--- src/rtl/fir_out_requant_if.sv ---
// Stream/status bundle for fir_out_requant.
// slave  : the requantizer itself (consumes in_*, out_ready, clr_stats; drives out_*, stats).
// master : the surrounding logic (FIR output side plus downstream consumer).
//   in_data/in_valid  wide signed sample from the filter, no backpressure
//   out_data/out_valid/out_ready  Q1.15 result stream with backpressure
//   level             FIFO occupancy, 0..DEPTH
//   sat_flag/ovf_flag/drop_count  sticky statistics, cleared by clr_stats
interface fir_out_requant_if #(
    parameter int unsigned IN_WIDTH  = 32,
    parameter int unsigned OUT_WIDTH = 16,
    parameter int unsigned DEPTH     = 8,
    parameter int unsigned CNT_WIDTH = 16
);
    localparam int unsigned LW = $clog2(DEPTH) + 1;

    logic [IN_WIDTH-1:0]  in_data;
    logic                 in_valid;
    logic [OUT_WIDTH-1:0] out_data;
    logic                 out_valid;
    logic                 out_ready;
    logic [LW-1:0]        level;
    logic                 sat_flag;
    logic                 ovf_flag;
    logic [CNT_WIDTH-1:0] drop_count;
    logic                 clr_stats;

    modport slave (
        input  in_data, in_valid, out_ready, clr_stats,
        output out_data, out_valid, level, sat_flag, ovf_flag, drop_count
    );

    modport master (
        output in_data, in_valid, out_ready, clr_stats,
        input  out_data, out_valid, level, sat_flag, ovf_flag, drop_count
    );
endinterface

--- src/rtl/fir_out_requant.sv ---
// Requantizes the wide FIR MAC result (Q2.30) to Q1.15 with round-half-up and
// saturation, buffers it in a DEPTH-entry FIFO and presents it on ready/valid.
// Ports:
//   clk  rising-edge clock
//   rst  asynchronous active-high reset
//   bus  fir_out_requant_if.slave: input stream, output stream, occupancy, stats
module fir_out_requant #(
    parameter int unsigned IN_WIDTH   = 32,
    parameter int unsigned OUT_WIDTH  = 16,
    parameter int unsigned FRAC_SHIFT = 15,
    parameter int unsigned DEPTH      = 8,
    parameter int unsigned CNT_WIDTH  = 16
) (
    input  logic clk,
    input  logic rst,
    fir_out_requant_if.slave bus
);
    localparam int unsigned AW = $clog2(DEPTH);
    localparam int unsigned LW = AW + 1;
    localparam int unsigned EW = IN_WIDTH + 1;

    // One extra bit of headroom so the rounding add can never wrap.
    localparam logic signed [EW-1:0] HALF_V = EW'(1) <<< (FRAC_SHIFT - 1);
    localparam logic signed [EW-1:0] MAX_V  = EW'((1 << (OUT_WIDTH - 1)) - 1);
    localparam logic signed [EW-1:0] MIN_V  = ~MAX_V;
    localparam logic [OUT_WIDTH-1:0] SAT_HI = {1'b0, {(OUT_WIDTH-1){1'b1}}};
    localparam logic [OUT_WIDTH-1:0] SAT_LO = {1'b1, {(OUT_WIDTH-1){1'b0}}};

    logic signed [EW-1:0]  ext_c;
    logic signed [EW-1:0]  shr_c;
    logic [OUT_WIDTH-1:0]  req_c;
    logic                  clip_c;

    logic                  stg_valid_q, stg_valid_d;
    logic [OUT_WIDTH-1:0]  stg_data_q, stg_data_d;
    logic [OUT_WIDTH-1:0]  mem_q [DEPTH];
    logic [AW-1:0]         wr_ptr_q, wr_ptr_d;
    logic [AW-1:0]         rd_ptr_q, rd_ptr_d;
    logic [LW-1:0]         level_q, level_d;
    logic                  sat_q, sat_d;
    logic                  ovf_q, ovf_d;
    logic [CNT_WIDTH-1:0]  drop_q, drop_d;

    logic                  rd_c;
    logic                  wr_c;
    logic                  drop_c;

    // Round half toward +inf, shift, then clip into the output range.
    always_comb begin
        ext_c  = signed'({bus.in_data[IN_WIDTH-1], bus.in_data});
        shr_c  = (ext_c + HALF_V) >>> FRAC_SHIFT;
        req_c  = OUT_WIDTH'(shr_c);
        clip_c = 1'b0;
        if (shr_c > MAX_V) begin
            req_c  = SAT_HI;
            clip_c = 1'b1;
        end else if (shr_c < MIN_V) begin
            req_c  = SAT_LO;
            clip_c = 1'b1;
        end
    end

    // FIFO control: a write into a full FIFO is legal only when the head leaves on the same edge.
    always_comb begin
        rd_c   = (level_q != '0) && bus.out_ready;
        wr_c   = stg_valid_q && ((level_q < LW'(DEPTH)) || rd_c);
        drop_c = stg_valid_q && !wr_c;

        stg_valid_d = bus.in_valid;
        stg_data_d  = bus.in_valid ? req_c : stg_data_q;
        wr_ptr_d    = wr_c ? wr_ptr_q + AW'(1) : wr_ptr_q;
        rd_ptr_d    = rd_c ? rd_ptr_q + AW'(1) : rd_ptr_q;
        level_d     = level_q;
        if (wr_c && !rd_c) begin
            level_d = level_q + LW'(1);
        end else if (!wr_c && rd_c) begin
            level_d = level_q - LW'(1);
        end
    end

    // Sticky statistics; a new event on the clearing edge takes precedence.
    always_comb begin
        sat_d  = sat_q;
        ovf_d  = ovf_q;
        drop_d = drop_q;
        if (bus.clr_stats) begin
            sat_d  = 1'b0;
            ovf_d  = 1'b0;
            drop_d = '0;
        end
        if (bus.in_valid && clip_c) begin
            sat_d = 1'b1;
        end
        if (drop_c) begin
            ovf_d = 1'b1;
            if (bus.clr_stats) begin
                drop_d = CNT_WIDTH'(1);
            end else if (!(&drop_q)) begin
                drop_d = drop_q + CNT_WIDTH'(1);
            end
        end
    end

    // Control and status registers.
    always_ff @(posedge clk or posedge rst) begin
        if (rst) begin
            stg_valid_q <= 1'b0;
            stg_data_q  <= '0;
            wr_ptr_q    <= '0;
            rd_ptr_q    <= '0;
            level_q     <= '0;
            sat_q       <= 1'b0;
            ovf_q       <= 1'b0;
            drop_q      <= '0;
        end else begin
            stg_valid_q <= stg_valid_d;
            stg_data_q  <= stg_data_d;
            wr_ptr_q    <= wr_ptr_d;
            rd_ptr_q    <= rd_ptr_d;
            level_q     <= level_d;
            sat_q       <= sat_d;
            ovf_q       <= ovf_d;
            drop_q      <= drop_d;
        end
    end

    // Storage array; contents are only observable through a non-zero level.
    always_ff @(posedge clk) begin
        if (wr_c) begin
            mem_q[wr_ptr_q] <= stg_data_q;
        end
    end

    // Head is forced to zero while empty so the output reads 0 after reset.
    assign bus.out_data   = (level_q != '0) ? mem_q[rd_ptr_q] : '0;
    assign bus.out_valid  = (level_q != '0);
    assign bus.level      = level_q;
    assign bus.sat_flag   = sat_q;
    assign bus.ovf_flag   = ovf_q;
    assign bus.drop_count = drop_q;
endmodule

--- src/flat_wrapper.sv ---
// flat-port wrapper written by rule: the top's interface ports become plain ports
module fir_out_requant_flat 
#(
    parameter int unsigned IN_WIDTH   = 32,
    parameter int unsigned OUT_WIDTH  = 16,
    parameter int unsigned FRAC_SHIFT = 15,
    parameter int unsigned DEPTH      = 8,
    parameter int unsigned CNT_WIDTH  = 16
)
  (clk, rst, bus_in_data, bus_in_valid, bus_out_ready, bus_clr_stats, bus_out_data, bus_out_valid, bus_level, bus_sat_flag, bus_ovf_flag, bus_drop_count);
  fir_out_requant_if #(.IN_WIDTH(IN_WIDTH), .OUT_WIDTH(OUT_WIDTH), .DEPTH(DEPTH), .CNT_WIDTH(CNT_WIDTH)) bus_i ();
  input  logic clk;
  input  logic rst;
  input wire logic [$bits(bus_i.in_data)-1:0] bus_in_data;
  input wire logic [$bits(bus_i.in_valid)-1:0] bus_in_valid;
  input wire logic [$bits(bus_i.out_ready)-1:0] bus_out_ready;
  input wire logic [$bits(bus_i.clr_stats)-1:0] bus_clr_stats;
  output wire logic [$bits(bus_i.out_data)-1:0] bus_out_data;
  output wire logic [$bits(bus_i.out_valid)-1:0] bus_out_valid;
  output wire logic [$bits(bus_i.level)-1:0] bus_level;
  output wire logic [$bits(bus_i.sat_flag)-1:0] bus_sat_flag;
  output wire logic [$bits(bus_i.ovf_flag)-1:0] bus_ovf_flag;
  output wire logic [$bits(bus_i.drop_count)-1:0] bus_drop_count;
  assign bus_i.in_data = bus_in_data;
  assign bus_i.in_valid = bus_in_valid;
  assign bus_i.out_ready = bus_out_ready;
  assign bus_i.clr_stats = bus_clr_stats;
  assign bus_out_data = bus_i.out_data;
  assign bus_out_valid = bus_i.out_valid;
  assign bus_level = bus_i.level;
  assign bus_sat_flag = bus_i.sat_flag;
  assign bus_ovf_flag = bus_i.ovf_flag;
  assign bus_drop_count = bus_i.drop_count;
  fir_out_requant #(.IN_WIDTH(IN_WIDTH), .OUT_WIDTH(OUT_WIDTH), .FRAC_SHIFT(FRAC_SHIFT), .DEPTH(DEPTH), .CNT_WIDTH(CNT_WIDTH)) u_core (.clk(clk), .rst(rst), .bus(bus_i));
endmodule
--- config.mk ---
export PLATFORM = sky130hd
export DESIGN_NAME = fir_out_requant_flat
export DESIGN_NICKNAME = d
export VERILOG_FILES = /design/src/rtl/fir_out_requant_if.sv /design/src/rtl/fir_out_requant.sv /design/src/flat_wrapper.sv
export SDC_FILE = /design/constraint.sdc
export NUM_CORES = 1
export LEC_CHECK = 0
export BUFFER_PORTS_ARGS = -buffer_cell sky130_fd_sc_hd__buf_2
export CAP_MARGIN = 20
export CORE_UTILIZATION = 45
export CTS_CLUSTER_SIZE = 14
export DETAILED_ROUTE_END_ITERATION = 7
export GPL_TIMING_DRIVEN = 0
export SYNTH_ARGS = -nofsm -noshare
export SYNTH_HDL_FRONTEND = slang
export SYNTH_SLANG_ARGS = --single-unit
--- constraint.sdc ---
create_clock -name clk -period 3.1 [get_ports clk]
set_input_delay 0.465 -clock clk [delete_from_list [all_inputs] [get_ports clk]]
set_output_delay 0.465 -clock clk [all_outputs]
set_load 0.02 [all_outputs]
==> impl_metrics.tcl <==
set metrics [dict create \
    clkSlewWorstSetupHoldPaths_ns 0.06 \
    syn_area_sq_um 7420 \
    grt_util_all_layers 0.193 \
    dp_hpwl_mm 10.5 \
    cts_max_level 4 \
    vias_per_cell 5.38 \
    dominantRegCellSynth "edfxtp_1" \
    cap_violations 0 \
    rsz0062_at_grt "no" \
    worst_slack_ns 0.181 \
    top_usage_layer "met2" \
    max_stage_delay_ns 0.63 \
    use_met2 0.332 \
    cts_root_buf "clkbuf_16" \
    async_flop_share 0.260 \
    use_met1 0.241 \
    clock_sinks 173 \
    p_leak_nw 3.24 \
    syn_inst 478 \
    cp-end-kind "output pin" \
    status "finished clean" \
    drt_iter0_drc 217 \
    yosysUniqueCellTypes 47 \
    ys_warn_count 0 \
    grt_max_degree 43 \
    use_met3 0.0375 \
    core_sq_um 16000 \
    fin_nets 611 \
    postCtsSetupRepairBufs 0 \
    die_w_um 130 \
    grt_pass1_wl_mm 23.4 \
    drtPass1Iterations 5 \
    fin_crit_ns 2.92 \
    place_ws_ns -0.111 \
    period_share 0.942 \
    die_y_um 130 \
    rows 46 \
    area_growth_pct 17.5 \
    worstSetupPathType "reg2out" \
    clk_latency_ns 0.42 \
    numCtsBuffers 17 \
    antenna_found_initial 0 \
    path_cells "nor4_4, clkbuf_1, nor2_1, buf_2" \
    drc_errors 0 \
    syn_avg_cell_area_sq_um 15.5 \
    io_pins 76 \
    synth-seq-cells 173 \
    max_slew_margin 0.454 \
    stdcell_area_sq_um 8720 \
    initial_core_util 0.464 \
    routedWlPerCell_um 18.7 \
    cp-start-kind "register" \
    gp_congestion 0.807 \
    finalSetupTns_ns 0 \
    vias 4276 \
    finalHoldViolCount 0 \
    final_antenna_net_count 0 \
    max_freq_mhz 343 \
    crit_required_ns 2.63 \
    hold_path_class "in2reg" \
    final.setup_skew_ns 0.00854 \
    diodes 0 \
    peakVddDrop_uv 289 \
    drv_slew 0 \
    cp_max_fo 10 \
    hold_ws_ns 0.172 \
    worstPathArrival_ns 2.45 \
    drive_gt1_frac 0.268 \
    cts_max_path_buffers 2 \
    routed_wl_mm 14.9 \
    dpl_cell_area_sq_um 8140 \
    syn_nets 523 \
    overflow 0 \
    cts_tree "built" \
    io_buffers 60 \
    ys_seq_area_frac 0.670 \
    tightest_slew_ns 0.815 \
    setup_violations 0 \
    first_global_vias 4328 \
    cp_slowest_cell "nor4_4" \
    synth_edf_count 128 \
    die_area_sq_um 17000 \
    p_per_area_nw_per_um2 841 \
]
==> logic make-up after synthesis <==
| family | count (synthesis) | synth area share |
|---|---|---|
| flip-flops | 173 | 0.670 |
| AND/OR/NAND/NOR | 126 | 0.0857 |
| multiplexers | 56 | 0.130 |
| buffers and inverters | 43 | 0.0228 |
| AO/OA/AOI/OAI | 41 | 0.0403 |
| XOR/XNOR | 31 | 0.0366 |
| adder cells (fa/ha/maj) | 8 | 0.0145 |
==> power by group <==
group	leakage, nW	switching (mW)	internal (mW)	total (mW)
Combinational	1.25	1.28	0.984	2.27
Sequential	1.73	0.227	2.86	3.09
Clock	0.257	0.863	1.11	1.97
==> per-layer routing <==
layer / wire, um / part of all wire
met1: 6370 / 0.43
met2: 7680 / 0.52
met5: 0 / 0
met4: 126 / 0.0085
met3: 698 / 0.047
==> placed cells by master, fill, tap and decap left out, types with 3 or more instances in the layout <==
| cell | instances |
|---|---|
| a211oi_1 | 6 |
| clkbuf_16 | 17 |
| edfxtp_1 | 128 |
| buf_4 | 4 |
| nor2_1 | 36 |
| nand4_1 | 8 |
| o21ai_0 | 8 |
| nor2_2 | 6 |
| clkinvlp_4 | 3 |
| clkbuf_2 | 4 |
| nor3_1 | 9 |
| clkbuf_1 | 11 |
| and3_1 | 4 |
| a21oi_1 | 6 |
| ha_1 | 7 |
| xnor2_1 | 19 |
| buf_2 | 63 |
| mux2i_1 | 21 |
| nand2b_1 | 3 |
| dfrtp_1 | 45 |
| nand2_1 | 23 |
| mux2_2 | 3 |
| mux4_2 | 32 |
| nand3_1 | 16 |
| xor2_1 | 12 |
| and4_1 | 5 |
| buf_8 | 6 |
| o221ai_1 | 9 |
| clkinv_4 | 3 |
| inv_6 | 3 |
| inv_1 | 22 |
==> flip-flops by register name (all words and copies together) (netlist names) <==
| signal | count |
|---|---|
| u_core.mem_q | 128 |
| u_core.bus.drop_count | 16 |
| u_core.stg_data_q | 16 |
| u_core.bus.level | 4 |
| u_core.rd_ptr_q | 3 |
| u_core.wr_ptr_q | 3 |
| u_core.bus.ovf_flag | 1 |
| u_core.bus.sat_flag | 1 |
| u_core.stg_valid_q | 1 |
==> critical path: cells and delay by family, from the launching register on <==
kind                   cells  cell delay (ns)
flip-flops                 1             0.46
AND/OR/NAND/NOR            2             0.81
buffers and inverters      2             0.75
==> worst paths after layout <==
check,startpoint,endpoint,slack [ns],cells after the start
worst max-delay path,u_core.bus.level[0],bus_out_data[14],0.18,4
worst min-delay path,bus_in_valid,u_core.stg_valid_q,0.17,1
worst max register to register,u_core.bus.level[0],u_core.bus.level[3],0.29,11
worst min register to register,u_core.bus.sat_flag,u_core.bus.sat_flag,0.51,1
max in group asynchronous,rst,u_core.bus.level[0],2.23,4
min in group asynchronous,rst,u_core.stg_data_q[9],0.45,3
==> per-stage QoR <==
stage,util,instances,power [mW]
after floorplan,-,478,4.66
final,0.545,795,7.33
after global placement,0.499,754,5.31
after global routing,0.545,795,7.72
after CTS,0.545,796,7.45
after detailed placement,0.509,763,5.44
==> Yosys cell counts, drive strengths merged (6+ instances only) <==
| master | count | share of area |
|---|---|---|
| edfxtp | 128 | 0.52 |
| dfrtp | 45 | 0.15 |
| nor2 | 42 | 0.021 |
| mux4 | 32 | 0.097 |
| inv | 23 | 0.012 |
| nand2 | 23 | 0.012 |
| mux2i | 21 | 0.028 |
| xnor2 | 19 | 0.022 |
| nand3 | 16 | 0.011 |
| clkbuf | 13 | 0.0066 |
| xor2 | 12 | 0.014 |
| nor3 | 11 | 0.0074 |
| o21ai | 9 | 0.0061 |
| o221ai | 9 | 0.011 |
| nand4 | 8 | 0.0067 |
| buf | 7 | 0.0046 |
| ha | 7 | 0.012 |
| a211oi | 6 | 0.0061 |
| a21oi | 6 | 0.0040 |
==> repair_timing <==
item	in CTS	in global routing
endpoints found under the setup margin	16	6
hold buffers	1	0
hold endpoints to repair	3	0
resized for setup	7	2
==> layout make-up <==
class	instances	area, sq um
multi-input combinational	262	2310
inverter	23	86.3
timing repair buffer	70	439
tap	216	270
fill	1365	7280
clock inverter	12	113
sequential	173	4970
buffer	19	91.3
clock buffer	20	437
(Power assumes the default switching activity.)
